`src/rtl/riscv_pkg.sv`:
```
// Shared definitions for the single-cycle RISC-V core and its instruction-memory loader.
package riscv_pkg;
   localparam int XLEN        = 32;
   localparam int IMEM_DEPTH  = 32;
   localparam int IMEM_ADDR_W = 5;

   typedef enum logic [2:0] {
      S_IDLE  = 3'd0,
      S_LEN   = 3'd1,
      S_DATA  = 3'd2,
      S_WRITE = 3'd3,
      S_DONE  = 3'd4,
      S_ERR   = 3'd5
   } loader_state_e;
endpackage

```
`src/rtl/imem_word_packer.sv`:
```
// Packs four little-endian stream bytes into one instruction word.
// The first byte of a word ends up in [7:0]. last_o flags the shift that completes a word.
module imem_word_packer
   import riscv_pkg::*;
(
   input  logic            clk,
   input  logic            rst,
   input  logic            clear_i,
   input  logic            shift_i,
   input  logic [7:0]      byte_i,
   output logic [XLEN-1:0] word_nxt_o,
   output logic            last_o
);

   // Only three earlier bytes are ever needed; the fourth comes straight from byte_i.
   logic [XLEN-9:0] word_q;
   logic [1:0]      cnt_q;

   assign word_nxt_o = {byte_i, word_q};
   assign last_o     = shift_i && (cnt_q == 2'd3);

   always_ff @(posedge clk or posedge rst) begin
      if (rst) begin
         cnt_q <= 2'd0;
      end else if (clear_i) begin
         cnt_q <= 2'd0;
      end else if (shift_i) begin
         cnt_q <= cnt_q + 2'd1;
      end
   end

   always_ff @(posedge clk) begin
      if (shift_i) begin
         word_q <= word_nxt_o[XLEN-1:8];
      end
   end

endmodule

```
`src/rtl/imem_loader.sv`:
```
// Byte-stream program loader for the instruction memory write port.
// Stream: word count N, then N little-endian words; cpu_hold releases only after the last write.
module imem_loader
   import riscv_pkg::*;
#(
   parameter int DEPTH  = IMEM_DEPTH,
   parameter int ADDR_W = IMEM_ADDR_W
) (
   input  logic              clk,
   input  logic              rst,
   input  logic              start,
   input  logic              byte_valid,
   input  logic [7:0]        byte_data,
   output logic              byte_ready,
   output logic              wr_en,
   output logic [ADDR_W-1:0] wr_addr,
   output logic [XLEN-1:0]   wr_data,
   output logic              busy,
   output logic              done,
   output logic              err,
   output logic              cpu_hold
);

   loader_state_e     state_q, state_d;
   logic [ADDR_W-1:0] wr_addr_q, wr_addr_d;
   logic [XLEN-1:0]   wr_data_q, wr_data_d;
   logic [ADDR_W:0]   n_q, n_d;
   logic              cpu_hold_q, cpu_hold_d;

   logic              xfer;
   logic              len_bad;
   logic              start_ok;
   logic [ADDR_W:0]   addr_inc;
   logic              last_word;
   logic              pk_clear;
   logic              pk_shift;
   logic              pk_last;
   logic [XLEN-1:0]   pk_word;

   assign xfer      = byte_valid && byte_ready;
   assign len_bad   = (byte_data == 8'd0) || (int'(byte_data) > DEPTH);
   assign start_ok  = start && ((state_q == S_IDLE) || (state_q == S_DONE) || (state_q == S_ERR));
   assign addr_inc  = {1'b0, wr_addr_q} + {{ADDR_W{1'b0}}, 1'b1};
   assign last_word = (addr_inc == n_q);
   assign pk_clear  = start_ok;
   assign pk_shift  = (state_q == S_DATA) && xfer;

   imem_word_packer u_packer (
      .clk        (clk),
      .rst        (rst),
      .clear_i    (pk_clear),
      .shift_i    (pk_shift),
      .byte_i     (byte_data),
      .word_nxt_o (pk_word),
      .last_o     (pk_last)
   );

   always_ff @(posedge clk or posedge rst) begin
      if (rst) begin
         state_q    <= S_IDLE;
         wr_addr_q  <= '0;
         wr_data_q  <= '0;
         n_q        <= '0;
         cpu_hold_q <= 1'b1;
      end else begin
         state_q    <= state_d;
         wr_addr_q  <= wr_addr_d;
         wr_data_q  <= wr_data_d;
         n_q        <= n_d;
         cpu_hold_q <= cpu_hold_d;
      end
   end

   always_comb begin
      state_d = state_q;
      unique case (state_q)
         S_IDLE:  if (start) state_d = S_LEN;
         S_LEN:   if (xfer) state_d = len_bad ? S_ERR : S_DATA;
         S_DATA:  if (pk_last) state_d = S_WRITE;
         S_WRITE: state_d = last_word ? S_DONE : S_DATA;
         S_DONE:  if (start) state_d = S_LEN;
         S_ERR:   if (start) state_d = S_LEN;
         default: state_d = S_IDLE;
      endcase
   end

   // Datapath next-state: address, packed word, word count and the hold flag.
   always_comb begin
      wr_addr_d  = wr_addr_q;
      wr_data_d  = wr_data_q;
      n_d        = n_q;
      if (start_ok) begin
         wr_addr_d = '0;
      end
      if ((state_q == S_LEN) && xfer && !len_bad) begin
         n_d = byte_data[ADDR_W:0];
      end
      if (pk_last) begin
         wr_data_d = pk_word;
      end
      if ((state_q == S_WRITE) && !last_word) begin
         wr_addr_d = addr_inc[ADDR_W-1:0];
      end
      // Dropping together with the DONE transition keeps the hold up through the final strobe.
      cpu_hold_d = (state_d != S_DONE);
   end

   always_comb begin
      byte_ready = (state_q == S_LEN) || (state_q == S_DATA);
      wr_en      = (state_q == S_WRITE);
      busy       = (state_q == S_LEN) || (state_q == S_DATA) || (state_q == S_WRITE);
      done       = (state_q == S_DONE);
      err        = (state_q == S_ERR);
      wr_addr    = wr_addr_q;
      wr_data    = wr_data_q;
      cpu_hold   = cpu_hold_q;
   end

endmodule

```
`config.mk`:
```
export PLATFORM = sky130hd
export DESIGN_NAME = imem_loader
export DESIGN_NICKNAME = d
export VERILOG_FILES = /design/src/rtl/riscv_pkg.sv /design/src/rtl/imem_word_packer.sv /design/src/rtl/imem_loader.sv
export SDC_FILE = /design/constraint.sdc
export NUM_CORES = 1
export LEC_CHECK = 0
export CAP_MARGIN = 25
export CORE_MARGIN = 1
export CORE_UTILIZATION = 46
export CTS_CLUSTER_SIZE = 14
export DETAILED_ROUTE_END_ITERATION = 7
export HOLD_SLACK_MARGIN = 0.15
export PLACE_DENSITY = 0.76
export SETUP_SLACK_MARGIN = 0.05
export SLEW_MARGIN = 10
export SYNTH_ARGS = -nofsm -noshare
export SYNTH_HDL_FRONTEND = slang
export SYNTH_SLANG_ARGS = --single-unit
```
`constraint.sdc`:
```
create_clock -name clk -period 3.65 [get_ports clk]
set_input_delay 0.9125 -clock clk [delete_from_list [all_inputs] [get_ports clk]]
set_output_delay 0.9125 -clock clk [all_outputs]
set_load 0.03 [all_outputs]
```
==> impl_metrics.toml, run 1 <==
[status]
outcome = "complete, no violations"

[die]
die_width_um = 82.2
die_area_um2 = 6750
rows = 28
initial_core_util = 0.488
pin_count = 55
die_h_um = 82.2
core_um2 = 6060

[timing]
holdWs_ns = 0.442
setup_viol_count_final = 0
fin_tns_setup_ns = 0
hold_viol = 0
worst_pin_slew_ns = 0.627
clock_skew_ns = 0.00683
final.min_clock_period_ns = 3.04
slew_violations = 0
rsz0062_at_grt = "no"
relSlewSlack = 0.580
fin_crit_sh = 0.834
fmax_mhz = 329

[setup_path]
crit_path_top_delay_cell = "clkdlybuf4s50_1"
critical_path.cell_chain = "nor2b_1 > nand2_1 > inv_1 > clkdlybuf4s50_1"
cp_data_required_time_ns = 2.74
crit_fanout = 8
cp_num_buf_inv = 2
crit_path_start_kind = "flip-flop"
critPathCaptureType = "output pin"
path_delay_family = "buffers and inverters"
crit_type = "reg -> out"
crit_arrival_ns = 2.13
max_stage_delay_ns = 0.70

[routing]
via_per_inst = 5.14
drt_wl_total_um = 5060
routedWlPerCell_um = 15.3
dr.pass1.iters = 6
routed-via-count = 1705
drt_iter0_markers = 107
route.detailed.drc = 0
drtAntennaViolNets = 0

[logic_synthesis]
syn_area_per_cell_um2 = 15.5
ys_ff_latch = 73
syn_nets = 205
netlist_instances = 191
async_flop_share = 0.671
synth_warnings = 0
synth_edf_count = 24
yosysUniqueCellTypes = 37
ys.flop_type = "dfrtp_1"
syn_area_um2 = 2960
ys_seq_area_frac = 0.659

[place]
place_inst = 316
place_congestion = 0.824
dp_hpwl_um = 3510
port_buffers = 54

[cts]
post-cts-setup-buffers = 0
clockBufferDepth = 2
ctsHoldBuffers = 0
clk_pin_slew_ns = 0.07
cts_root_buffer = "clkbuf_8"
cts_tree = "built"
clk_latency_ns = 0.34
clock-sinks = 73
numCtsBuffers = 9
cts-htree-levels = 3
cts-resized-gates = 0

[pwr]
ir_drop_mv = 0.341
leakage_nw = 1.67
power_density_nw_per_um2 = 583

[job]
drv_cap = 0

[grt]
grt_usage = 0.177
grt_max_degree = 39
grt.overflow.total = 0
grt_pass1_vias = 1649
antenna_found_initial = 0
grt_pass1_wl_um = 8510

[cells_and_area]
antenna_cells = 0
fin_nets = 266
layout-drive-gt1-share = 0.233
syn2layout_area_growth_pct = 29.0
layoutNonFillerInstCount = 332

[hold_path]
min_path_type = "reg -> reg"
layer usage:
layer | vias to the layer above | part of all wire | global-route usage
li1 | 814 | - | -
met1 | 838 | 0.46 | 0.243
met2 | 47 | 0.47 | 0.258
met3 | 6 | 0.055 | 0.0659
met4 | 0 | 0.010 | 0.0632
met5 | - | 0 | 0
layout make-up:
cell class | instances | area [um2]
Sequential cell | 73 | 1950
Clock inverter | 4 | 77.6
Tap cell | 75 | 93.8
Clock buffer | 12 | 145
Fill cell | 471 | 2250
Multi-Input combinational cell | 107 | 960
Inverter | 4 | 15.0
Timing Repair Buffer | 57 | 576
report_power, final:
group / internal (W) / total [W] / switching, W / leakage (nW)
Sequential: 0.000922 / 0.00102 / 0.0000948 / 0.880
Clock: 0.000407 / 0.000690 / 0.000284 / 0.111
Combinational: 0.000241 / 0.000517 / 0.000276 / 0.682
path summary, 6_finish.rpt:
path / start / to / slack, ns / depth (start not counted)
hold reg to reg: u_packer.word_q[13] / u_packer.word_q[5] / 0.44 / 0
hold / removal: u_packer.word_q[13] / u_packer.word_q[5] / 0.44 / 0
setup reg to reg: wr_addr[0] / state_q[1] / 1.46 / 6
max in group asynchronous: rst / cpu_hold / 2.27 / 3
min in group asynchronous: rst / wr_data[2] / 0.83 / 2
setup / recovery: state_q[0] / wr_en / 0.61 / 4
logic make-up (layout without fill, tap and decap cells):
kind of cell             count (synthesis)  in the layout  synth area share
AND/OR/NAND/NOR                         40             40            0.0813
AO/OA/AOI/OAI                           12             12            0.0356
adder cells (fa/ha/maj)                  2              2           0.00846
flip-flops                              73             73             0.659
buffers and inverters                   11             77            0.0165
XOR/XNOR                                 9              9            0.0267
multiplexers                            44             44             0.173
registers in the layout, summed over array words and instances, names as in the netlist:
| register | cells |
|---|---|
| n_q | 6 |
| state_q | 3 |
| wr_data | 32 |
| wr_addr | 5 |
| u_packer.cnt_q | 2 |
| u_packer.word_q | 24 |
| cpu_hold | 1 |
layout by cell type, fill, tap and decap left out, types with 2 or more instances in the layout:
| cell type | instances |
|---|---|
| a311oi_1 | 2 |
| and3_1 | 2 |
| buf_4 | 2 |
| bufinv_16 | 2 |
| clkbuf_1 | 2 |
| clkbuf_8 | 10 |
| clkdlybuf4s50_1 | 54 |
| clkinv_4 | 2 |
| dfrtp_1 | 48 |
| edfxtp_1 | 24 |
| ha_1 | 2 |
| inv_1 | 3 |
| mux2_1 | 3 |
| mux2_2 | 29 |
| mux2_4 | 6 |
| mux2i_1 | 6 |
| nand2_1 | 12 |
| nand3_1 | 3 |
| nor2_1 | 8 |
| nor3_1 | 2 |
| nor3b_1 | 2 |
| nor4_1 | 2 |
| nor4b_4 | 2 |
| o21ai_0 | 2 |
| or3_1 | 2 |
| xnor2_1 | 5 |
| xor2_1 | 4 |
metrics by stage:
stage          worst slack [ns]  area (um2)  power [W]  utilization
5_1_grt                   0.418        3810    0.00235        0.629
3_5_place_dp              0.511        3590    0.00155        0.593
4_1_cts                   0.589        3810    0.00225        0.629
2_1_floorplan             0.774        2960    0.00138            -
3_3_place_gp              0.548        3570    0.00154        0.589
6_report                  0.606        3810    0.00222        0.629
synthesized netlist by cell type (all sizes together), types with 2 or more instances:
cell type / count / area share
mux2i: 6 / 0.020
xor2: 4 / 0.012
nor3b: 2 / 0.0051
nor2: 8 / 0.010
nand3: 3 / 0.0051
nor4: 2 / 0.0042
a311oi: 2 / 0.0059
inv: 4 / 0.0051
and3: 2 / 0.0042
ha: 2 / 0.0085
o21ai: 2 / 0.0034
mux2: 38 / 0.15
dfrtp: 48 / 0.41
or3: 2 / 0.0042
xnor2: 5 / 0.015
o31ai: 2 / 0.0097
buf: 6 / 0.010
nor3: 2 / 0.0034
o311ai: 2 / 0.0059
edfxtp: 24 / 0.24
nor4b: 2 / 0.016
nand2: 13 / 0.019
(Power assumes the default switching activity.)
==> run 2: changes to the inputs <==
==> constraint.sdc (replaced) <==
create_clock -name clk -period 2.85 [get_ports clk]
set_input_delay 0.7125 -clock clk [delete_from_list [all_inputs] [get_ports clk]]
set_output_delay 0.7125 -clock clk [all_outputs]
set_load 0.03 [all_outputs]
==> run 2 against run 1 <==
Compared with the run above: total power grew 19%; clock power shrank 1%; critical path depth is the same; critical endpoint is now done; highest routed layer unchanged; flip-flop and latch count is the same; first-iteration DRC count shrank 26%; register-to-register slack lost 0.89 ns; largest power group unchanged; utilization shrank 0.12 points; count of clock-buffer cells in the layout is the same.
==> impl_metrics.toml, run 2 (same netlist as run 1, synthesis figures left out) <==
[setup_path]
crit_type = "reg -> out"
crit_path_start_kind = "flip-flop"
cp_data_required_time_ns = 2.14
critPathCaptureType = "output pin"
crit_arrival_ns = 1.96
crit_fanout = 8

[job]
drv_cap = 0

[pwr]
p_total_w = 0.00266
ir_drop_mv = 0.390
power_density_nw_per_um2 = 697
leakage_nw = 1.69

[place]
place_congestion = 0.833
dp_hpwl_um = 3610
port_buffers = 54

[grt]
grt_pass1_vias = 1768
grt_pass1_wl_um = 8380
grt.overflow.total = 0
grt_usage = 0.173
antenna_found_initial = 0
grt_max_degree = 29

[cells_and_area]
antenna_cells = 0
final_cell_mix = "clkdlybuf4s50_1 (53), dfrtp_1 (48), mux2_2 (29)"
final_common_cell = "clkdlybuf4s50_1"
layout-drive-gt1-share = 0.251
largest_reg_flops = 32
fin_util = 0.628
syn2layout_area_growth_pct = 28.8
fin_nets = 273

[timing]
worst_pin_slew_ns = 0.592
slew_violations = 0
final.min_clock_period_ns = 2.67
relSlewSlack = 0.603
fin_crit_sh = 0.937
hold_viol = 0
setup_viol_count_final = 0
fmax_mhz = 374
clock_skew_ns = 0.00834
rsz0062_at_grt = "no"

[die]
core_um2 = 6060
pin_count = 55
die_area_um2 = 6750
die_h_um = 82.2
initial_core_util = 0.488
rows = 28
die_width_um = 82.2

[routing]
drt_wl_total_um = 5160
dr.pass1.iters = 4
via_per_inst = 5.18
drtAntennaViolNets = 0
routedWlPerCell_um = 15.3
drt_iter0_markers = 79
routed-via-count = 1751
route.detailed.drc = 0

[cts]
cts-htree-levels = 3
clock-sinks = 73
cts_root_buffer = "clkbuf_8"
clk_latency_ns = 0.33
numCtsBuffers = 9
clk_pin_slew_ns = 0.07
post-cts-setup-buffers = 0
clockBufferDepth = 2
cts_tree = "built"

[status]
outcome = "complete, no violations"

[hold_path]
min_path_type = "reg -> reg"
## run 2: changes by cell type in the layout (fill, tap and decap cells not counted)
cell             previous run  this run
clkinv_2                    0         2
buf_4                       2         9
dlygate4sd2_1               0         1
clkinv_4                    2         1
clkdlybuf4s50_1            54        53
bufinv_16                   2         0
## run 2: final timing paths
| check | end | from | cells past startpoint | slack [ns] |
|---|---|---|---|---|
| max in group asynchronous | cpu_hold | rst | 3 | 1.51 |
| worst max-delay path | done | state_q[1] | 4 | 0.18 |
| worst min register to register | u_packer.word_q[5] | u_packer.word_q[13] | 0 | 0.44 |
| worst max register to register | state_q[1] | wr_addr[0] | 6 | 0.57 |
| worst min-delay path | u_packer.word_q[5] | u_packer.word_q[13] | 0 | 0.44 |
| min in group asynchronous | wr_data[4] | rst | 2 | 0.72 |
## run 2: worst max-delay path, stage by stage, from the launching register on
cell and delay (ns):
dfrtp_1 0.46, inv_1 0.24, nand2_1 0.11, nor2_1 0.13, clkdlybuf4s50_1 0.68
## run 2: power breakdown
| part | total [W] | switching [W] | internal, W |
|---|---|---|---|
| clock | 0.000682 | 0.000348 | 0.000334 |
| combinational | 0.000673 | 0.000363 | 0.000310 |
| sequential | 0.00130 | 0.000120 | 0.00118 |
## run 2: what timing repair did
action	4_1_cts	5_1_grt
endpoints found under the hold margin	0	0
gates resized for setup	1	0
endpoints found under the setup margin	1	0
hold buffers	0	0
## run 2: per-layer routing
metal | share of wire | global-route usage
met1 | 0.45 | 0.218
met2 | 0.48 | 0.279
met3 | 0.046 | 0.0451
met4 | 0.017 | 0.0789
met5 | 0 | 0
## run 2: layout make-up
class	instances	area, um2
Clock inverter	3	18.8
Timing Repair Buffer	64	627
Fill cell	449	2250
Inverter	4	15.0
Sequential cell	73	1950
Tap cell	75	93.8
Multi-Input combinational cell	107	960
Clock buffer	12	145
## run 2: per-stage QoR
stage | hold WS, ns | instance area [um2] | worst slack, ns | setup TNS, ns | cells
6_report | 0.445 | 3810 | 0.180 | 0 | 338
2_1_floorplan | 0.419 | 2960 | 0.174 | 0 | 191
3_3_place_gp | 0.420 | 3640 | -0.00967 | -0.0560 | 323
4_1_cts | 0.444 | 3810 | 0.165 | 0 | 338
5_1_grt | 0.454 | 3810 | 0.0773 | 0 | 338
3_5_place_dp | 0.431 | 3640 | -0.0348 | -0.193 | 323
